--- src/rtl/video_timing_tx.sv ---
// Pixel-clock video timing generator: raster counters, active-area decode and a
// two-stage registered pipeline producing hs/vs/data_vld/RGB plus a pixel fetch port.
module video_timing_tx #(
  parameter int H_ACTIVE = 1920,
  parameter int H_FP     = 88,
  parameter int H_SYNC   = 44,
  parameter int H_BP     = 148,
  parameter int V_ACTIVE = 1080,
  parameter int V_FP     = 4,
  parameter int V_SYNC   = 5,
  parameter int V_BP     = 36
) (
  input  logic        pixel_clk,
  input  logic        sys_rst,
  input  logic        en,
  output logic        pix_req,
  output logic [10:0] req_row,
  output logic [10:0] req_col,
  input  logic [23:0] pix_data,
  output logic        hs,
  output logic        vs,
  output logic        data_vld,
  output logic [7:0]  R,
  output logic [7:0]  G,
  output logic [7:0]  B,
  output logic        frame_start,
  output logic        busy,
  output logic [1:0]  dbg_state
);

  localparam int H_TOTAL = H_SYNC + H_BP + H_ACTIVE + H_FP;
  localparam int V_TOTAL = V_SYNC + V_BP + V_ACTIVE + V_FP;

  localparam logic [11:0] H_LAST   = 12'(H_TOTAL - 1);
  localparam logic [11:0] V_LAST   = 12'(V_TOTAL - 1);
  localparam logic [11:0] H_SYNC_C = 12'(H_SYNC);
  localparam logic [11:0] V_SYNC_C = 12'(V_SYNC);
  localparam logic [11:0] H_ACT_S  = 12'(H_SYNC + H_BP);
  localparam logic [11:0] H_ACT_E  = 12'(H_SYNC + H_BP + H_ACTIVE);
  localparam logic [11:0] V_ACT_S  = 12'(V_SYNC + V_BP);
  localparam logic [11:0] V_ACT_E  = 12'(V_SYNC + V_BP + V_ACTIVE);

  typedef enum logic [1:0] {
    ST_IDLE  = 2'd0,
    ST_RUN   = 2'd1,
    ST_DRAIN = 2'd2
  } state_t;

  state_t      r_state, w_state_nxt;
  logic [11:0] r_h_cnt, r_v_cnt, w_h_nxt, w_v_nxt;
  logic        w_running, w_frame_end;
  logic        w_hs, w_vs, w_act, w_frame;
  logic [10:0] w_row, w_col;

  logic        r_s1_hs, r_s1_vs, r_s1_frame, r_pix_req;
  logic [10:0] r_req_row, r_req_col;
  logic        r_hs, r_vs, r_data_vld, r_frame_start;
  logic [23:0] r_rgb;

  assign w_running   = (r_state != ST_IDLE);
  assign w_frame_end = (r_h_cnt == H_LAST) && (r_v_cnt == V_LAST);

  // Leaving RUN only ever passes through DRAIN, which exits to IDLE solely on the
  // last position of a frame, so a started frame is never cut short.
  always_comb begin
    w_state_nxt = r_state;
    case (r_state)
      ST_IDLE:  if (en) w_state_nxt = ST_RUN;
      ST_RUN:   if (!en) w_state_nxt = ST_DRAIN;
      ST_DRAIN: begin
        if (w_frame_end) w_state_nxt = en ? ST_RUN : ST_IDLE;
        else if (en)     w_state_nxt = ST_RUN;
      end
      default:  w_state_nxt = ST_IDLE;
    endcase
  end

  always_comb begin
    w_h_nxt = 12'd0;
    w_v_nxt = 12'd0;
    if (w_running && (w_state_nxt != ST_IDLE)) begin
      w_h_nxt = (r_h_cnt == H_LAST) ? 12'd0 : r_h_cnt + 12'd1;
      w_v_nxt = r_v_cnt;
      if (r_h_cnt == H_LAST) w_v_nxt = (r_v_cnt == V_LAST) ? 12'd0 : r_v_cnt + 12'd1;
    end
  end

  // Stage-0 decode; IDLE forces the blanking values into the pipeline.
  assign w_hs    = !(w_running && (r_h_cnt < H_SYNC_C));
  assign w_vs    = !(w_running && (r_v_cnt < V_SYNC_C));
  assign w_act   = w_running && (r_h_cnt >= H_ACT_S) && (r_h_cnt < H_ACT_E)
                             && (r_v_cnt >= V_ACT_S) && (r_v_cnt < V_ACT_E);
  assign w_frame = w_running && (r_h_cnt == 12'd0) && (r_v_cnt == 12'd0);
  assign w_col   = 11'(r_h_cnt - H_ACT_S);
  assign w_row   = 11'(r_v_cnt - V_ACT_S);

  // Fetch protocol: pix_req is a one-cycle strobe with no back-pressure; the source
  // must present pix_data for that request by the clock edge that ends the strobe
  // cycle, where stage 2 captures it.
  always_ff @(posedge pixel_clk) begin
    if (sys_rst) begin
      r_state       <= ST_IDLE;
      r_h_cnt       <= 12'd0;
      r_v_cnt       <= 12'd0;
      r_s1_hs       <= 1'b1;
      r_s1_vs       <= 1'b1;
      r_s1_frame    <= 1'b0;
      r_pix_req     <= 1'b0;
      r_req_row     <= 11'd0;
      r_req_col     <= 11'd0;
      r_hs          <= 1'b1;
      r_vs          <= 1'b1;
      r_data_vld    <= 1'b0;
      r_frame_start <= 1'b0;
      r_rgb         <= 24'd0;
    end else begin
      r_state    <= w_state_nxt;
      r_h_cnt    <= w_h_nxt;
      r_v_cnt    <= w_v_nxt;
      r_s1_hs    <= w_hs;
      r_s1_vs    <= w_vs;
      r_s1_frame <= w_frame;
      r_pix_req  <= w_act;
      if (w_act) begin
        r_req_row <= w_row;
        r_req_col <= w_col;
      end
      r_hs          <= r_s1_hs;
      r_vs          <= r_s1_vs;
      r_data_vld    <= r_pix_req;
      r_frame_start <= r_s1_frame;
      r_rgb         <= r_pix_req ? pix_data : 24'd0;
    end
  end

  assign pix_req     = r_pix_req;
  assign req_row     = r_req_row;
  assign req_col     = r_req_col;
  assign hs          = r_hs;
  assign vs          = r_vs;
  assign data_vld    = r_data_vld;
  assign frame_start = r_frame_start;
  assign R           = r_rgb[23:16];
  assign G           = r_rgb[15:8];
  assign B           = r_rgb[7:0];
  assign busy        = w_running;
  assign dbg_state   = r_state;

endmodule

--- config.mk ---
export PLATFORM = sky130hd
export DESIGN_NAME = video_timing_tx
export DESIGN_NICKNAME = d
export VERILOG_FILES = /design/src/rtl/video_timing_tx.sv
export SDC_FILE = /design/constraint.sdc
export NUM_CORES = 1
export LEC_CHECK = 0
export CAP_MARGIN = 15
export CORE_MARGIN = 4
export CORE_UTILIZATION = 40
export DETAILED_ROUTE_END_ITERATION = 6
export GPL_TIMING_DRIVEN = 1
export PLACE_DENSITY = 0.65
export SKIP_CTS_REPAIR_TIMING = 1
export SKIP_LAST_GASP = 1
export SLEW_MARGIN = 25
export SYNTH_ARGS = -nofsm -noshare
export SYNTH_HDL_FRONTEND = slang
export SYNTH_SLANG_ARGS = --single-unit
--- constraint.sdc ---
create_clock -name pixel_clk -period 4.5 [get_ports pixel_clk]
set_clock_uncertainty 0.15 [all_clocks]
set_input_delay 0.45 -clock pixel_clk [delete_from_list [all_inputs] [get_ports pixel_clk]]
set_output_delay 0.45 -clock pixel_clk [all_outputs]
set_load 0.02 [all_outputs]
# After elaboration in Yosys (flattened, before gate mapping)

Index checks and enable logic that the tools add are counted.

$add $sub $neg: 4
Bitwise logic cells: 2
Muxes and demuxes: 6
Eq/ne operators: 4
Reduce and logical (&&, ||, !) cells: 20
Order comparisons: 6

Operators by type and width:

| kind                  | number |
|---|---|
| $add 12x1->12 const B | 2 |
| $logic_not 12->1      | 2 |
| $eq 12x11->1 const B  | 1 |
| $eq 12x12->1 const B  | 1 |
| $ge 12x6->1 const B   | 1 |
| $ge 12x8->1 const B   | 1 |
| $lt 12x11->1 const B  | 1 |
| $lt 12x12->1 const B  | 1 |
| $lt 12x3->1 const B   | 1 |
| $lt 12x6->1 const B   | 1 |
| $mux 12               | 1 |
| $sub 11x6->11 const B | 1 |
| $sub 11x8->11 const B | 1 |
| $logic_and 1x1->1     | 10 |
| $mux 2                | 3 |
| $pmux 2 s3            | 1 |
| $reduce_bool 2->1     | 2 |
| $reduce_or 2->1       | 2 |
| $reduce_or 3->1       | 1 |
| $eq 2x1->1 const B    | 1 |
| $eq 2x2->1 const B    | 1 |
| $logic_not 1->1       | 2 |
| $logic_not 2->1       | 1 |
| $not 1->1             | 2 |
| $mux 1                | 1 |

Output and inout bits: 54
Flip-flop bits (word level): 80
Input port bits: 27
Word-level logic and storage cells: 56

# Longest topological paths before layout

Depth in word-level cells: 8
Gate-level depth with buffers: 9
Depth with buffers taken out: 7

# Worst setup path before layout

No wires, ideal clock.

Path type: reg2reg
Start point: register r_v_cnt[0]
End point: register r_req_col[2], in the netlist req_col[2]
Setup time: 0.128 ns
Arrival time: 1.994 ns
Clock period less this slack: 2.272 ns
Required time: 4.222 ns
Cell stages (with the launch flop): 10
Slack: 2.228 ns
Path buffers: 2
Cells stage by stage: dfxtp_1 -> clkbuf_1 -> inv_1 -> ha_1 -> nand2b_1 -> a2111oi_4 -> a211oi_4 -> buf_6 -> mux2i_1 -> nor2_1

Cells in the longest elaborated chain, start to end: 3
Elaborated cells between the ends (all ways): 4
Classes of those cells: 2 x order compare; 2 x reduce/logical

Ends and longest elaborated chain:

| item                   | line | source |
|---|---|---|
| from (decl)            | 50   | `logic [11:0] r_h_cnt, r_v_cnt, w_h_nxt, w_v_nxt;` |
| from (signal assigned) | 119  | `r_v_cnt <= w_v_nxt;` |
| $ge 12x6->1            | 92   | `&& (r_v_cnt >= V_ACT_S) && (r_v_cnt < V_ACT_E);` |
| $logic_and 1x1->1      | 92   |  |
| $logic_and 1x1->1 (*)  | 92   |  |
| to (signal assigned)   | 126  | `r_req_col <= w_col;` |
| to (decl)              | 56   | `logic [10:0] r_req_row, r_req_col;` |

Mark *: on every way between the ends. The rest lies on a longest branch, timed or not.
A chain may end at the register's enable or synchronous reset.

# Worst setup path after layout

Start point: register r_v_cnt[0]
End point: register r_req_col[1], in the netlist req_col[1]

The elaborated chain is that of the path after synthesis.

==> summary.md <==
| Metric | Value |
|---|---|
| Final Critical Period | 2.92 ns |
| Async SR Flop Fraction | 0% |
| P per Cell Area | 309 nW/um^2 |
| Routability congestion estimate | 0.848 |
| R2R Path End | req_col[1] |
| CP Class | reg -> reg |
| Critical Path Fanout Max | 19 |
| Global Route Usage Sum | 15.8% |
| Worst-case vdd ir drop | 0.149 mV |
| CTS tree | yes |
| Total number of vias | 2604 |
| # setup viols final | 0 |
| Reg2reg setup slack | 1.58 ns |
| IO buf count | 80 |
| Multi-input gate area | 1630 um^2 |
| Drt pass-1 iters | 6 |
| 1st-iter DRT viols | 107 |
| Seq. cell area | 1600 um^2 |
| Sequential share of the synthesized area | 46.8% |
| Worst slew margin | 44.3% |
| Worst Setup End Kind | register |
| Longest Clk Path Bufs | 2 |
| Top_reg_cell synth | dfxtp_1 |
| Post-synth EDFFs | 0 |
| Arrival @ worst endpoint | 3.00 ns |
| Required @ worst endpoint | 4.58 ns |
| Power Internal | 1.06 mW |
| Syn_nets | 387 |
| Sequential power share | 52.1% |
| Switching power | 0.308 mW |
| Die height | 100 um |
| Setup crit start kind | register |
| Cell taking the most area after synthesis | dfxtp_1 |
| Worst Hold Launch | r_s1_vs |
| Area share of the largest cell type after synthesis | 46.8% |
| Initial antenna violation count | 0 |
| Syn Area/Cell | 9.77 um^2 |
| Hold Fails Final Rpt | 0 |
| Worst-path clk slew | 0.09 ns |
| Yosys cell types | 49 |
| Clock latency on the worst-skew pair | 0.36 ns |
| DRC | 0 |
| Sw Ratio | 22.4% |
| Max-Cap Viols | 0 |
| Count of pins over their slew limit | 0 |
| Pleak | 1.56 nW |
| RSZ-0062 raised after global routing | false |
| Post-Syn Area | 3420 um^2 |
| Cell area after layout | 4440 um^2 |
| Core Rows | 33 |
| Number of global-route vias before repair | 2559 |
| Antenna Violating Nets Remaining | 0 |
| Area grow syn2layout | 29.9% |
| Hold path endpoint | vs |
| Routed len/inst | 14.6 um |
| Clock power frac | 44.4% |
| Clk Tree Root Cell | clkbuf_8 |
| Vias per inst | 4.92 |
| Hold path depth | 1 |
| Worst-margin pin slew | 0.834 ns |
| Nets | 456 |
| Aggregate global routing overflow | 0 |
| Achievable Freq | 343 MHz |
| Status | completed |
| Initial Utilization | 41.4% |
| Yosys reg bits | 80 |
| Share of layout cells above drive strength 1 | 10.1% |
| Fillers | 768 |
| I/O pin total | 81 |
| Syn Inst Count | 350 |
| Final HPWL DP | 5.65 mm |
| Reg-to-Reg Start | r_v_cnt[0] |
| Cells on worst reg2reg path | 8 |
| Final WL | 7.72 mm |
| Post-Route Setup TNS | 0 ns |
| Yosys Warn Count | 0 |
| Global-route wire length before repair | 12.6 mm |
| Top cells by area, synth | dfxtp_1, nor2_1, and2_1, xnor2_1, ha_1 |
| Die X | 100 um |
| Combinational power share | 3.5% |
| DP Area | 4210 um^2 |
| H-tree levels | 3 |
| N_diodes | 0 |
| Die area | 10100 um^2 |
| Ratio of final minimum period to clock period | 64.8% |
| Total core area | 8260 um^2 |
| Largest net degree at the start of global routing | 32 |
| Cell count after placement | 513 |
| Fin cells | 529 |
| Worst Hold Class | reg -> reg |
| Clock sinks | 80 |
| Number of CTS-inserted buffers | 9 |
cells in the mapped netlist, drive strengths merged, types with 2 or more instances:
library cell,number
and4,2
or2,3
o211ai,2
a21oi,7
nand2b,11
buf,12
o31a,2
nor4,8
nor2b,5
nand4,5
nand2,11
xnor2,16
nor2,53
or4b,2
nor3,7
nand3,12
o21ai,4
dfxtp,80
and3,5
ha,10
or3,3
clkbuf,12
a211oi,12
and2,26
mux2i,9
inv,9
xor2,11
per-layer routing:
| metal | track usage (%) | up-vias | share of wire (%) |
|---|---|---|---|
| met2 | 23.8 | 75 | 45 |
| li1 | - | 1318 | - |
| met5 | 0 | - | 0 |
| met3 | 4.64 | 14 | 5.4 |
| met4 | 5.91 | 0 | 1.9 |
| met1 | 21.3 | 1197 | 48 |
cells by family (layout without fill, tap and decap cells):
kind of cell	after synthesis	in the layout	synth area share, %
DFF	80	80	46.8
xor gates and xnor gates	27	27	6.92
and+or+nand+nor	157	157	25.0
AOI/OAI and AO/OA	34	34	9.40
muxes	9	9	2.63
adders and majority gates	10	10	3.66
buffers and inverters	33	107	5.60
how the worst max path moves through the flow:
| stage | start | to | cells past startpoint |
|---|---|---|---|
| detailed placement | r_v_cnt[0] | req_col[1] | 8 |
| global route | r_v_cnt[0] | req_col[0] | 8 |
| global placement | r_v_cnt[0] | req_row[3] | 8 |
| floorplan | r_v_cnt[0] | req_col[2] | 9 |
| CTS | r_v_cnt[0] | req_col[1] | 8 |
| finish | r_v_cnt[0] | req_col[1] | 8 |
metrics by stage:
step,power [mW],hold WS [ns],setup slack (ns),util [%]
global route,1.43,0.289,1.39,53.8
finish,1.37,0.272,1.58,53.8
detailed placement,0.780,0.254,1.57,51.0
global placement,0.779,0.245,1.70,51.0
CTS,1.39,0.275,1.58,53.8
floorplan,0.747,0.239,2.23,-
layout by cell type (no fill, tap or decap), drive strengths merged, types with 5 or more instances in the layout:
cell type       n
and2           26
clkdlybuf4s50  80
a21oi           7
nor4            8
nand2b         11
nor2           53
dfxtp          80
mux2i           9
inv            14
nand3          12
clkbuf          9
xor2           11
nand4           5
xnor2          16
ha             10
and3            5
nand2          11
nor3            7
a211oi         12
nor2b           5
critical path: stages (launching register included):
cell and delay [ns]:
dfxtp_1 0.51, inv_1 0.11, ha_1 0.24, nand2b_1 0.22
a2111oi_4 0.12, a211oi_4 0.75, buf_4 0.41, mux2i_1 0.23
nor2_1 0.06
power groups by stage:
stage,sequential [mW],combinational (mW),clock [mW]
floorplan,0.732,0.0152,0
global placement,0.731,0.0478,0
detailed placement,0.731,0.0484,0
CTS,0.715,0.0487,0.628
global route,0.715,0.0521,0.658
finish,0.714,0.0480,0.609
final cells by class:
| type | instances | share of cell area, % |
|---|---|---|
| clock buffer | 9 | 2.79 |
| inverter | 9 | 0.761 |
| tap | 105 | 2.96 |
| clock inverter | 7 | 2.39 |
| multi-input combinational | 237 | 36.7 |
| sequential | 80 | 36.1 |
| timing repair buffer | 82 | 18.4 |
state kept, by name, summed over array words and instances, names as in the netlist:
name / count
r_s1_frame: 1
pix_req: 1
req_row: 11
frame_start: 1
r_s1_vs: 1
data_vld: 1
dbg_state: 2
r_s1_hs: 1
r_h_cnt: 12
r_rgb: 24
r_v_cnt: 12
hs: 1
vs: 1
req_col: 11
No activity file was read; power rests on OpenSTA's default activity.
